==> src/rtl/nn_avalon_host.sv <==
// Avalon-MM master: writes one input vector to the NN peripheral, starts it, polls done, returns the prediction.
// Optional status-poll timeout is enabled by defining NN_HOST_TIMEOUT_EN.
module nn_avalon_host #(
  parameter int         W          = 32,
  parameter int         BIT_WIDTH  = 9,
  parameter int         NUM_INPUTS = 2,
  parameter logic [2:0] IN_BASE    = 3'b000,
  parameter logic [2:0] OUT_ADDR   = 3'b010,
  parameter logic [2:0] CTRL_ADDR  = 3'b011,
  parameter logic [2:0] STAT_ADDR  = 3'b100,
  parameter int         POLL_GAP   = 4,
  parameter int         TIMEOUT    = 1024
) (
  input  logic                            clock,
  input  logic                            reset,
  input  logic                            req_valid,
  output logic                            req_ready,
  input  logic [NUM_INPUTS*BIT_WIDTH-1:0] req_data,
  output logic                            rsp_valid,
  input  logic                            rsp_ready,
  output logic [BIT_WIDTH-1:0]            rsp_data,
  output logic                            rsp_error,
  output logic [2:0]                      address,
  output logic [W-1:0]                    writedata,
  input  logic [W-1:0]                    readdata,
  output logic                            write,
  output logic                            read,
  output logic                            chipselect
);

  localparam int VW    = NUM_INPUTS * BIT_WIDTH;
  localparam int IDX_W = 3;
  localparam int GAP_W = 4;

  typedef enum logic [2:0] {
    IDLE, WR_IN, START_SET, START_CLR, POLL_WAIT, POLL_RD, OUT_RD, RESP
  } state_t;

  state_t               state_reg, state_next;
  logic [IDX_W-1:0]     idx_reg, idx_next;
  logic [GAP_W-1:0]     gap_reg, gap_next;
  logic [VW-1:0]        vec_reg, vec_next;
  logic [BIT_WIDTH-1:0] rsp_data_reg, rsp_data_next;
  logic                 ready_reg, ready_next;
  logic                 write_reg, write_next;
  logic                 read_reg, read_next;
  logic [2:0]           address_reg, address_next;
  logic [W-1:0]         writedata_reg, writedata_next;
  logic [BIT_WIDTH-1:0] elem [NUM_INPUTS];
  logic                 unused_readdata;

`ifdef NN_HOST_TIMEOUT_EN
  localparam int PC_W = $clog2(TIMEOUT + 1);
  logic [PC_W-1:0] poll_reg, poll_next;
  logic            err_reg, err_next;
`endif

  // Elements come from the vector as it will be after this edge, so the first write can issue right after acceptance.
  genvar gi;
  generate
    for (gi = 0; gi < NUM_INPUTS; gi++) begin : g_elem
      assign elem[gi] = vec_next[gi*BIT_WIDTH +: BIT_WIDTH];
    end
  endgenerate

  always_comb begin
    state_next    = state_reg;
    idx_next      = idx_reg;
    gap_next      = gap_reg;
    vec_next      = vec_reg;
    rsp_data_next = rsp_data_reg;
`ifdef NN_HOST_TIMEOUT_EN
    poll_next     = poll_reg;
    err_next      = err_reg;
`endif
    case (state_reg)
      IDLE: begin
        if (req_valid && ready_reg) begin
          vec_next   = req_data;
          idx_next   = '0;
          state_next = WR_IN;
`ifdef NN_HOST_TIMEOUT_EN
          err_next   = 1'b0;
`endif
        end
      end
      WR_IN: begin
        if (idx_reg == IDX_W'(NUM_INPUTS - 1)) state_next = START_SET;
        else                                   idx_next   = idx_reg + 1'b1;
      end
      START_SET: state_next = START_CLR;
      START_CLR: begin
        gap_next   = '0;
        state_next = (POLL_GAP == 0) ? POLL_RD : POLL_WAIT;
`ifdef NN_HOST_TIMEOUT_EN
        poll_next  = '0;
`endif
      end
      POLL_WAIT: begin
        if (gap_reg == GAP_W'(POLL_GAP - 1)) state_next = POLL_RD;
        else                                 gap_next   = gap_reg + 1'b1;
      end
      POLL_RD: begin
        if (readdata[0]) begin
          state_next = OUT_RD;
        end else begin
          gap_next   = '0;
          state_next = (POLL_GAP == 0) ? POLL_RD : POLL_WAIT;
`ifdef NN_HOST_TIMEOUT_EN
          poll_next  = poll_reg + 1'b1;
          if (poll_reg == PC_W'(TIMEOUT - 1)) begin
            state_next    = RESP;
            rsp_data_next = '0;
            err_next      = 1'b1;
          end
`endif
        end
      end
      OUT_RD: begin
        rsp_data_next = readdata[BIT_WIDTH-1:0];
        state_next    = RESP;
      end
      RESP:    if (rsp_ready) state_next = IDLE;
      default: state_next = IDLE;
    endcase
  end

  // Bus strobes are registered: they describe what the bus does in the state being entered.
  always_comb begin
    write_next     = 1'b0;
    read_next      = 1'b0;
    address_next   = address_reg;
    writedata_next = writedata_reg;
    ready_next     = (state_next == IDLE);
    case (state_next)
      WR_IN: begin
        write_next     = 1'b1;
        address_next   = IN_BASE + idx_next;
        writedata_next = '0;
        for (int i = 0; i < NUM_INPUTS; i++)
          if (idx_next == IDX_W'(i)) writedata_next = W'(elem[i]);
      end
      START_SET: begin
        write_next     = 1'b1;
        address_next   = CTRL_ADDR;
        writedata_next = W'(4'h8);
      end
      START_CLR: begin
        write_next     = 1'b1;
        address_next   = CTRL_ADDR;
        writedata_next = '0;
      end
      POLL_RD: begin
        read_next    = 1'b1;
        address_next = STAT_ADDR;
      end
      OUT_RD: begin
        read_next    = 1'b1;
        address_next = OUT_ADDR;
      end
      default: ;
    endcase
  end

  always_ff @(posedge clock or posedge reset) begin
    if (reset) begin
      state_reg     <= IDLE;
      idx_reg       <= '0;
      gap_reg       <= '0;
      vec_reg       <= '0;
      rsp_data_reg  <= '0;
      ready_reg     <= 1'b0;
      write_reg     <= 1'b0;
      read_reg      <= 1'b0;
      address_reg   <= '0;
      writedata_reg <= '0;
`ifdef NN_HOST_TIMEOUT_EN
      poll_reg      <= '0;
      err_reg       <= 1'b0;
`endif
    end else begin
      state_reg     <= state_next;
      idx_reg       <= idx_next;
      gap_reg       <= gap_next;
      vec_reg       <= vec_next;
      rsp_data_reg  <= rsp_data_next;
      ready_reg     <= ready_next;
      write_reg     <= write_next;
      read_reg      <= read_next;
      address_reg   <= address_next;
      writedata_reg <= writedata_next;
`ifdef NN_HOST_TIMEOUT_EN
      poll_reg      <= poll_next;
      err_reg       <= err_next;
`endif
    end
  end

  assign req_ready  = ready_reg;
  assign rsp_valid  = (state_reg == RESP);
  assign rsp_data   = rsp_data_reg;
  assign address    = address_reg;
  assign writedata  = writedata_reg;
  assign write      = write_reg;
  assign read       = read_reg;
  assign chipselect = write_reg | read_reg;
`ifdef NN_HOST_TIMEOUT_EN
  assign rsp_error  = err_reg;
`else
  assign rsp_error  = 1'b0;
`endif

  assign unused_readdata = ^readdata[W-1:BIT_WIDTH];

endmodule

==> config.mk <==
export PLATFORM = sky130hd
export DESIGN_NAME = nn_avalon_host
export DESIGN_NICKNAME = d
export VERILOG_FILES = /design/src/rtl/nn_avalon_host.sv
export SDC_FILE = /design/constraint.sdc
export NUM_CORES = 1
export LEC_CHECK = 0
export BUFFER_PORTS_ARGS = -buffer_cell sky130_fd_sc_hd__buf_4
export CORE_ASPECT_RATIO = 2
export CORE_UTILIZATION = 40
export DETAILED_ROUTE_END_ITERATION = 10
export GPL_TIMING_DRIVEN = 1
export PLACE_DENSITY = 0.7
export SLEW_MARGIN = 30
export SYNTH_ARGS = -nofsm -noshare
export SYNTH_HDL_FRONTEND = slang
export SYNTH_SLANG_ARGS = --single-unit
==> constraint.sdc <==
create_clock -name clock -period 2.2 [get_ports clock]
set_input_delay 0.11 -clock clock [delete_from_list [all_inputs] [get_ports clock]]
set_output_delay 0.11 -clock clock [all_outputs]
set_load 0.01 [all_outputs]
==> results_dict.tcl, run 1 <==
set metrics [dict create \
    status "complete, no violations" \
    fmax_ghz 0.475 \
    antenna_cells 0 \
    coreArea_sq_um 6360 \
    yosys_warnings 0 \
    p_leak_nw 1.68 \
    min_to "rsp_data[7]" \
    hold_depth 2 \
    grt_usage 0.165 \
    drt_iter0_markers 41 \
    drc 0 \
    pin_count 104 \
    final_cell_mix "buf_4 (67), dfrtp_1 (52), conb_1 (24), mux2_2 (17), a22o_1 (12)" \
    grt_max_degree 35 \
    largest_register_ffs 18 \
    cp_max_fo 10 \
    hold_path_class "in2reg" \
    antenna_found_initial 0 \
    holdCritStartpoint "readdata[7]" \
    whs_ns 0.0503 \
    ys_ff_latch 52 \
    area.growth.synth_to_final_pct 26.6 \
    rr_endpoint "writedata[6]" \
    reg2reg_from "idx_reg[1]" \
    die_area_sq_um 7000 \
    synthCells 219 \
    cp.required_ns 2.38 \
    seq_area_frac_synth 0.489 \
    vias_per_cell 4.89 \
    reg2reg_depth 8 \
    hold_viol_final 0 \
    async_flop_share 1.00 \
    clock_skew_ns 0.00323 \
    rrSetupSlack_ns 0.09 \
    ir_drop_uv 583 \
    h-tree-depth 2 \
    initial_core_util 0.418 \
    num_rows 41 \
    setup_tns_ns 0 \
    cts_tree "yes" \
    dp_hpwl_um 3910 \
    drv_slew 0 \
    max_cap_viol_count 0 \
    ant_nets 0 \
    grt_overflow_total 0 \
    via_count 1839 \
    p_per_area_nw_per_um2 1240 \
    worst_setup_hold_path_clk_slew_ns 0.06 \
    mostFrequentLayoutCell "buf_4" \
    port_buffers 56 \
    layout-drive-gt1-share 0.424 \
    grt_pass1_wl_um 8710 \
    nets 347 \
    rsz0062_at_grt "yes" \
    cts.sinks 52 \
    yosysUniqueCellTypes 47 \
    dr.pass1.iters 4 \
    totalWireLength_um 5480 \
    globalplace.congestion 0.870 \
    yosys_most_used_dff "dfrtp_1" \
    clockRootBuffer "clkbuf_16" \
    critPathKind "reg2reg" \
    wire_per_inst_um 14.6 \
    grt_pass1_vias 1818 \
    synth_enable_flop_cells 0 \
    syn-mean-instance-area_sq_um 12.1 \
    die_h_um 117 \
    period_share 0.957 \
    die-width_um 59.7 \
    clkLatencyLatePin_ns 0.29 \
    min_period_ns 2.11 \
    cts_buffers 5 \
    cts_max_path_buffers 2 \
    setup-violations-final 0 \
    synth_area_sq_um 2660 \
    critPathLaunchType "flop" \
    endpoint_kind "flop" \
    arrival_ns 2.28 \
]
-- synth_stat cells (3+ instances only) --
cell,instances,area (sq um)
buf_2,3,15.0
inv_1,5,18.8
o21ai_0,6,30.0
a22o_1,12,105
mux2_1,8,90.1
mux2i_1,3,30.0
nor2_1,10,37.5
nor2b_1,4,25.0
mux2_4,10,150
ha_1,3,37.5
mux2_2,17,191
dfrtp_1,52,1300
nand3b_1,3,22.5
nand2_1,8,30.0
nand2b_1,6,37.5
buf_4,25,188
-- worst max-delay path by stage --
stage / start / end / slack [ns] / depth (start not counted)
2_1_floorplan: state_reg[2] / writedata[0] / 0.004 / 7
3_3_place_gp: idx_reg[0] / writedata[7] / 0.07 / 7
3_5_place_dp: idx_reg[0] / writedata[6] / 0.04 / 7
4_1_cts: idx_reg[0] / writedata[7] / 0.03 / 7
5_1_grt: gap_reg[0] / gap_reg[3] / -0.01 / 7
6_report: idx_reg[1] / writedata[6] / 0.09 / 8
-- area by class of cell --
cell class | count | area (sq um)
clock buffers | 6 | 129
repair buffers | 72 | 598
multi-input cells | 152 | 1200
fillers | 596 | 2990
inverters | 7 | 26.3
flip-flops and latches | 52 | 1300
clock inverters | 1 | 5.00
well taps | 86 | 108
-- worst max-delay path: stages (launching register included) --
cell	delay, ns
dfrtp_1	0.41
inv_1	0.08
ha_2	0.19
and2b_4	0.20
nor2_1	0.08
a221o_1	0.36
buf_12	0.16
mux2_1	0.31
a22o_1	0.20
-- power by group --
| part | switching (mW) | internal [mW] | total, mW |
|---|---|---|---|
| clock | 0.326 | 0.414 | 0.740 |
| sequential | 0.216 | 1.26 | 1.48 |
| combinational | 0.924 | 1.03 | 1.95 |
| total | 1.47 | 2.70 | 4.17 |
-- per-stage QoR --
stage                     area (sq um)  utilization  total power, mW  cells  setup slack, ns
after floorplan                   2750            -             2.73    242          0.00432
after global placement            3150        0.496             3.34    364           0.0707
after detailed placement          3150        0.496             3.39    364           0.0405
after CTS                         3300        0.518             4.15    372           0.0257
after global routing              3370        0.529             4.46    376          -0.0140
final                             3370        0.529             4.17    376           0.0938
-- per-layer routing --
metal  track usage  routed length, um  share of wire  vias to the layer above
li1              -                  -              -                      860
met1         0.185               2080           0.38                      908
met2         0.292               3070           0.56                       61
met3        0.0331                217          0.040                       10
met4        0.0610                106          0.019                        0
met5             0                  0              0                        -
-- timing repair --
item | in CTS | in global routing
hold endpoints to repair | 18 | 0
endpoints found under the setup margin | 0 | 9
hold buffers | 1 | 0
buffers inserted | 0 | 3
gates resized for setup | 0 | 5
-- logic make-up after synthesis --
logic type	share of synthesized area
compound gates	0.112
fa+ha+maj	0.0141
buf+inv	0.100
flops	0.489
mux	0.174
other cells	0.00141
simple gates	0.110
(Power assumes the default switching activity.)
==> run 2: changes to the inputs <==
Settings changed: CTS_BUF_LIST from default to sky130_fd_sc_hd__clkbuf_8, RECOVER_POWER from default to 50.
==> run 2 against run 1 <==
Compared with the run above:
- clock skew is 0.0046 ns higher
- routed wire length is 1.3% lower
- final cell count is 0.27% higher
- design area is 5.0% lower
- total power is 8.2% lower
- first-iteration DRC count is 12% lower
- critical endpoint unchanged
- clock power is 30% lower
- critical path depth is 1 lower
- core utilization is 2.6 points lower
- setup slack worse by 0.013 ns
- non-clock buffer count is 1 higher
==> results_dict.tcl, run 2 (same netlist as run 1, synthesis figures left out) <==
set metrics [dict create \
    min_to "rsp_data[3]" \
    min_period_ns 2.12 \
    p_per_area_nw_per_um2 1200 \
    num_rows 41 \
    antenna_found_initial 0 \
    largest_register_ffs 18 \
    holdCritStartpoint "readdata[3]" \
    max_cap_viol_count 0 \
    power.switching_mw 1.45 \
    clkPwrFrac 0.135 \
    via_count 1856 \
    drv_slew 0 \
    initial_core_util 0.418 \
    die-width_um 59.7 \
    layout-drive-gt1-share 0.330 \
    ant_nets 0 \
    whs_ns 0.0257 \
    dr.pass1.iters 4 \
    cts_tree "yes" \
    wire_per_inst_um 14.4 \
    endpoint_kind "flop" \
    fmax_ghz 0.472 \
    p_leak_nw 1.56 \
    vias_per_cell 4.92 \
    p_int_mw 2.38 \
    worst_setup_hold_path_clk_slew_ns 0.09 \
    globalplace.congestion 0.870 \
    p_seq_frac 0.385 \
    grt_max_degree 35 \
    cts_max_path_buffers 2 \
    final_util 0.503 \
    rsz0062_at_grt "yes" \
    reg2reg_depth 7 \
    hold_depth 2 \
    drt_iter0_markers 36 \
    reg2reg_from "state_reg[1]" \
    totalWireLength_um 5410 \
    relSlewSlack 0.437 \
    setup-violations-final 0 \
    grt_overflow_total 0 \
    clock_skew_ns 0.00781 \
    grt_usage 0.164 \
    antenna_cells 0 \
    status "complete, no violations" \
    port_buffers 56 \
    crit_start "state_reg[1]" \
    area.growth.synth_to_final_pct 20.3 \
    grt_pass1_wl_um 8670 \
    clockRootBuffer "clkbuf_8" \
    mostFrequentLayoutCell "dfrtp_1" \
    die_area_sq_um 7000 \
    critPathLaunchType "flop" \
    grt_pass1_vias 1811 \
    coreArea_sq_um 6360 \
    hold_viol_final 0 \
    nets 348 \
    cp_max_fo 10 \
    rr_endpoint "writedata[6]" \
    dp_hpwl_um 3910 \
    period_share 0.963 \
    h-tree-depth 2 \
    final_cell_mix "dfrtp_1 (52), buf_4 (42), clkbuf_1 (25), conb_1 (24), mux2_2 (17)" \
    placedCellCount 364 \
    power_mw 3.83 \
    die_h_um 117 \
    ir_drop_uv 527 \
    pin_count 104 \
    drc 0 \
    tightestPinTransition_ns 0.844 \
    cts_buffers 5 \
    final_area_sq_um 3200 \
    cts.sinks 52 \
    cp.required_ns 2.40 \
    critPathKind "reg2reg" \
    power_frac_comb 0.480 \
    clkLatencyLatePin_ns 0.31 \
    hold_path_class "in2reg" \
    switching_share 0.379 \
    arrival_ns 2.32 \
    stdcell_count 377 \
    rrSetupSlack_ns 0.08 \
    placed_cell_area_sq_um 3150 \
]
run 2: cell types whose count changed in the layout (fill, tap and decap cells not counted), moves of 2 or more:
| cell | change |
|---|---|
| buf_4 | -25 |
| clkbuf_1 | +24 |
| clkbuf_16 | -6 |
| clkbuf_8 | +5 |
| inv_1 | +2 |
run 2: final cells by class:
| class | count | area [sq um] |
|---|---|---|
| timing repair buffer | 73 | 492 |
| fill | 631 | 3160 |
| multi-input combinational | 152 | 1190 |
| sequential | 52 | 1300 |
| clock inverter | 2 | 8.76 |
| clock buffer | 5 | 68.8 |
| tap | 86 | 108 |
| inverter | 7 | 26.3 |
run 2: stage by stage:
step | setup TNS [ns] | worst slack [ns]
after floorplan | 0 | 0.00432
after global placement | 0 | 0.0707
after detailed placement | 0 | 0.0405
after CTS | 0 | 0.0200
after global routing | -0.0201 | -0.0201
final | 0 | 0.0805
run 2: per-layer routing:
metal	part of all wire	GRT usage
met5	0	0
met3	0.038	0.0364
met2	0.54	0.291
met4	0.026	0.0567
met1	0.40	0.184
run 2: how the worst max path moves through the flow:
stage                   endpoint  cells past startpoint
floorplan           writedata[0]                      7
global placement    writedata[7]                      7
detailed placement  writedata[6]                      7
CTS                 writedata[7]                      7
global route          gap_reg[3]                      7
finish              writedata[6]                      7
run 2: power by group through the flow:
| stage | Combinational (mW) | Clock (mW) | Sequential, mW |
|---|---|---|---|
| final | 1.84 | 0.517 | 1.47 |
| after floorplan | 1.22 | 0 | 1.51 |
| after detailed placement | 1.90 | 0 | 1.49 |
| after global routing | 2.03 | 0.572 | 1.51 |
| after CTS | 1.91 | 0.535 | 1.47 |
| after global placement | 1.87 | 0 | 1.47 |
run 2: repair_timing:
action | CTS | global route
hold endpoints to repair | 18 | 0
setup endpoints to repair | 0 | 9
resized for setup | 0 | 3
buffers inserted | 0 | 5
hold buffers | 1 | 0
run 2: critical path: stages (launching register included):
cell,delay [ns]
dfrtp_1,0.43
buf_4,0.18
nor2_1,0.19
nand2_1,0.13
a221o_1,0.41
buf_12,0.16
mux2_1,0.31
a22o_1,0.20
==> run 3: changes to the inputs <==
Settings changed: PLACE_DENSITY 0.7 to 0.76.
==> run 3 against run 2 <==
Compared with the run above:
- global-route usage up 0.28 points
- first-iteration DRC count up 22%
- routed wire length up 0.70%
- sequential share of layout area down 0.24 points
- sequential power about the same
- worst hold slack better by 0.0060 ns
- combinational power down 2%
- count of clock-buffer cells in the layout up 1
- via count up 0.54%
- core utilization up 0.30 points
- final cell count up 0.27%
- critical endpoint is now writedata[4]
==> results_dict.tcl, run 3 (same netlist as run 1, synthesis figures left out) <==
set metrics [dict create \
    status "complete, no violations" \
    slowest_stage "a221o_2" \
    vias_per_cell 4.94 \
    grt_util_met2 0.287 \
    ir_drop_uv 603 \
    totalWireLength_um 5450 \
    path_cells "inv_1, ha_1, and2b_4, and3_1, a221o_2, mux2_1, a22o_1" \
    use_met1 0.194 \
    placed_cell_area_sq_um 3140 \
    tightestPinTransition_ns 1.45 \
    die_area_sq_um 7000 \
    final_cell_mix "dfrtp_1 (52), buf_4 (43), clkbuf_1 (26), conb_1 (24), mux2_2 (17)" \
    placedCellCount 366 \
    max_stage_delay_ns 0.41 \
    cts_buffers 5 \
    clkLatencyLatePin_ns 0.31 \
    hold_viol_final 0 \
    setup_tns_ns 0 \
    power_mw 3.94 \
    relSlewSlack 0.0341 \
    die_h_um 117 \
    worst_setup_hold_path_clk_slew_ns 0.09 \
    max_cap_viol_count 0 \
    cts.sinks 52 \
    largest_register_ffs 18 \
    mostFrequentLayoutCell "dfrtp_1" \
    h-tree-depth 2 \
    period_share 0.954 \
    drc 0 \
    antenna_cells 0 \
    endpoint_kind "flop" \
    cts_tree "yes" \
    grt_pass1_vias 1880 \
    fmax_ghz 0.477 \
    drt_iter0_markers 44 \
    ant_nets 0 \
    min_period_ns 2.10 \
    clockRootBuffer "clkbuf_8" \
    gr-usage-met3 0.0298 \
    grt_pass1_wl_um 8910 \
    dp_hpwl_um 3930 \
    initial_core_util 0.418 \
    wire_per_inst_um 14.4 \
    num_rows 41 \
    hold_path_class "in2reg" \
    critPathKind "reg2reg" \
    grt-busiest-layer "met2" \
    area.growth.synth_to_final_pct 21.0 \
    coreArea_sq_um 6360 \
    setup-violations-final 0 \
    pin_count 104 \
    dr.pass1.iters 4 \
    grt_max_degree 40 \
    p_leak_nw 1.56 \
    clock_skew_ns 0.00641 \
    p_per_area_nw_per_um2 1220 \
    die-width_um 59.7 \
    arrival_ns 2.29 \
    drv_slew 0 \
    port_buffers 56 \
    rsz0062_at_grt "no" \
    layout-drive-gt1-share 0.329 \
    cts_max_path_buffers 2 \
    nets 348 \
    final_area_sq_um 3220 \
    stdcell_count 378 \
    critPathLaunchType "flop" \
    antenna_found_initial 0 \
    cp_max_fo 5 \
    grt_overflow_total 0 \
    globalplace.congestion 0.900 \
    grt_usage 0.167 \
    nFillCells 622 \
    via_count 1866 \
    cp.required_ns 2.40 \
]
## run 3: final timing paths
check	from	slack, ns	cells after the start	to
setup / recovery	idx_reg[1]	0.10	7	writedata[4]
hold / removal	readdata[1]	0.03	2	rsp_data[1]
setup reg to reg	idx_reg[1]	0.10	7	writedata[4]
hold reg to reg	gap_reg[3]	0.48	1	gap_reg[3]
max in group asynchronous	reset	0.46	4	vec_reg[5]
min in group asynchronous	reset	0.78	3	rsp_data[4]
## run 3: worst max-delay path, delay by kind of cell, from the launching register on
| family | cells | cell delay, ns |
|---|---|---|
| DFF | 1 | 0.38 |
| and+or+nand+nor | 2 | 0.39 |
| buffers and inverters | 1 | 0.05 |
| AOI/OAI and AO/OA | 2 | 0.61 |
| muxes | 1 | 0.34 |
| adders and majority gates | 1 | 0.22 |
## run 3: metrics by stage
stage / hold slack, ns / worst slack [ns] / utilization
2_1_floorplan: 0.261 / 0.00432 / -
5_1_grt: 0.0190 / 0.0346 / 0.506
6_report: 0.0318 / 0.102 / 0.506
3_3_place_gp: 0.317 / 0.0298 / 0.494
3_5_place_dp: 0.331 / 0.00302 / 0.494
4_1_cts: 0.0212 / 0.0385 / 0.515
## run 3: layer usage
layer | vias to the layer above | wire, um
met2 | 71 | 2980
met3 | 10 | 257
li1 | 870 | -
met1 | 915 | 2120
met5 | - | 0
met4 | 0 | 97
## run 3: what timing repair did
item                                   CTS  global route
setup endpoints to repair                4             8
hold buffers                             1             0
endpoints found under the hold margin   37             0
gates cloned                             0             1
resized for setup                        1             2
setup buffers                            0             2
## run 3: power by group
| part | switching, mW | total (mW) | internal [mW] | leakage, nW |
|---|---|---|---|---|
| combinational | 0.952 | 1.80 | 0.849 | 0.827 |
| sequential | 0.187 | 1.45 | 1.26 | 0.668 |
| clock | 0.319 | 0.691 | 0.372 | 0.0614 |
## run 3: layout make-up
| class | instances | area (sq um) | area share |
|---|---|---|---|
| clock buffers | 6 | 82.6 | 0.0257 |
| multi-input cells | 153 | 1200 | 0.374 |
| inverters | 7 | 26.3 | 0.00816 |
| flip-flops and latches | 52 | 1300 | 0.404 |
| repair buffers | 72 | 458 | 0.142 |
| well taps | 86 | 108 | 0.0334 |
| clock inverters | 2 | 38.8 | 0.0121 |
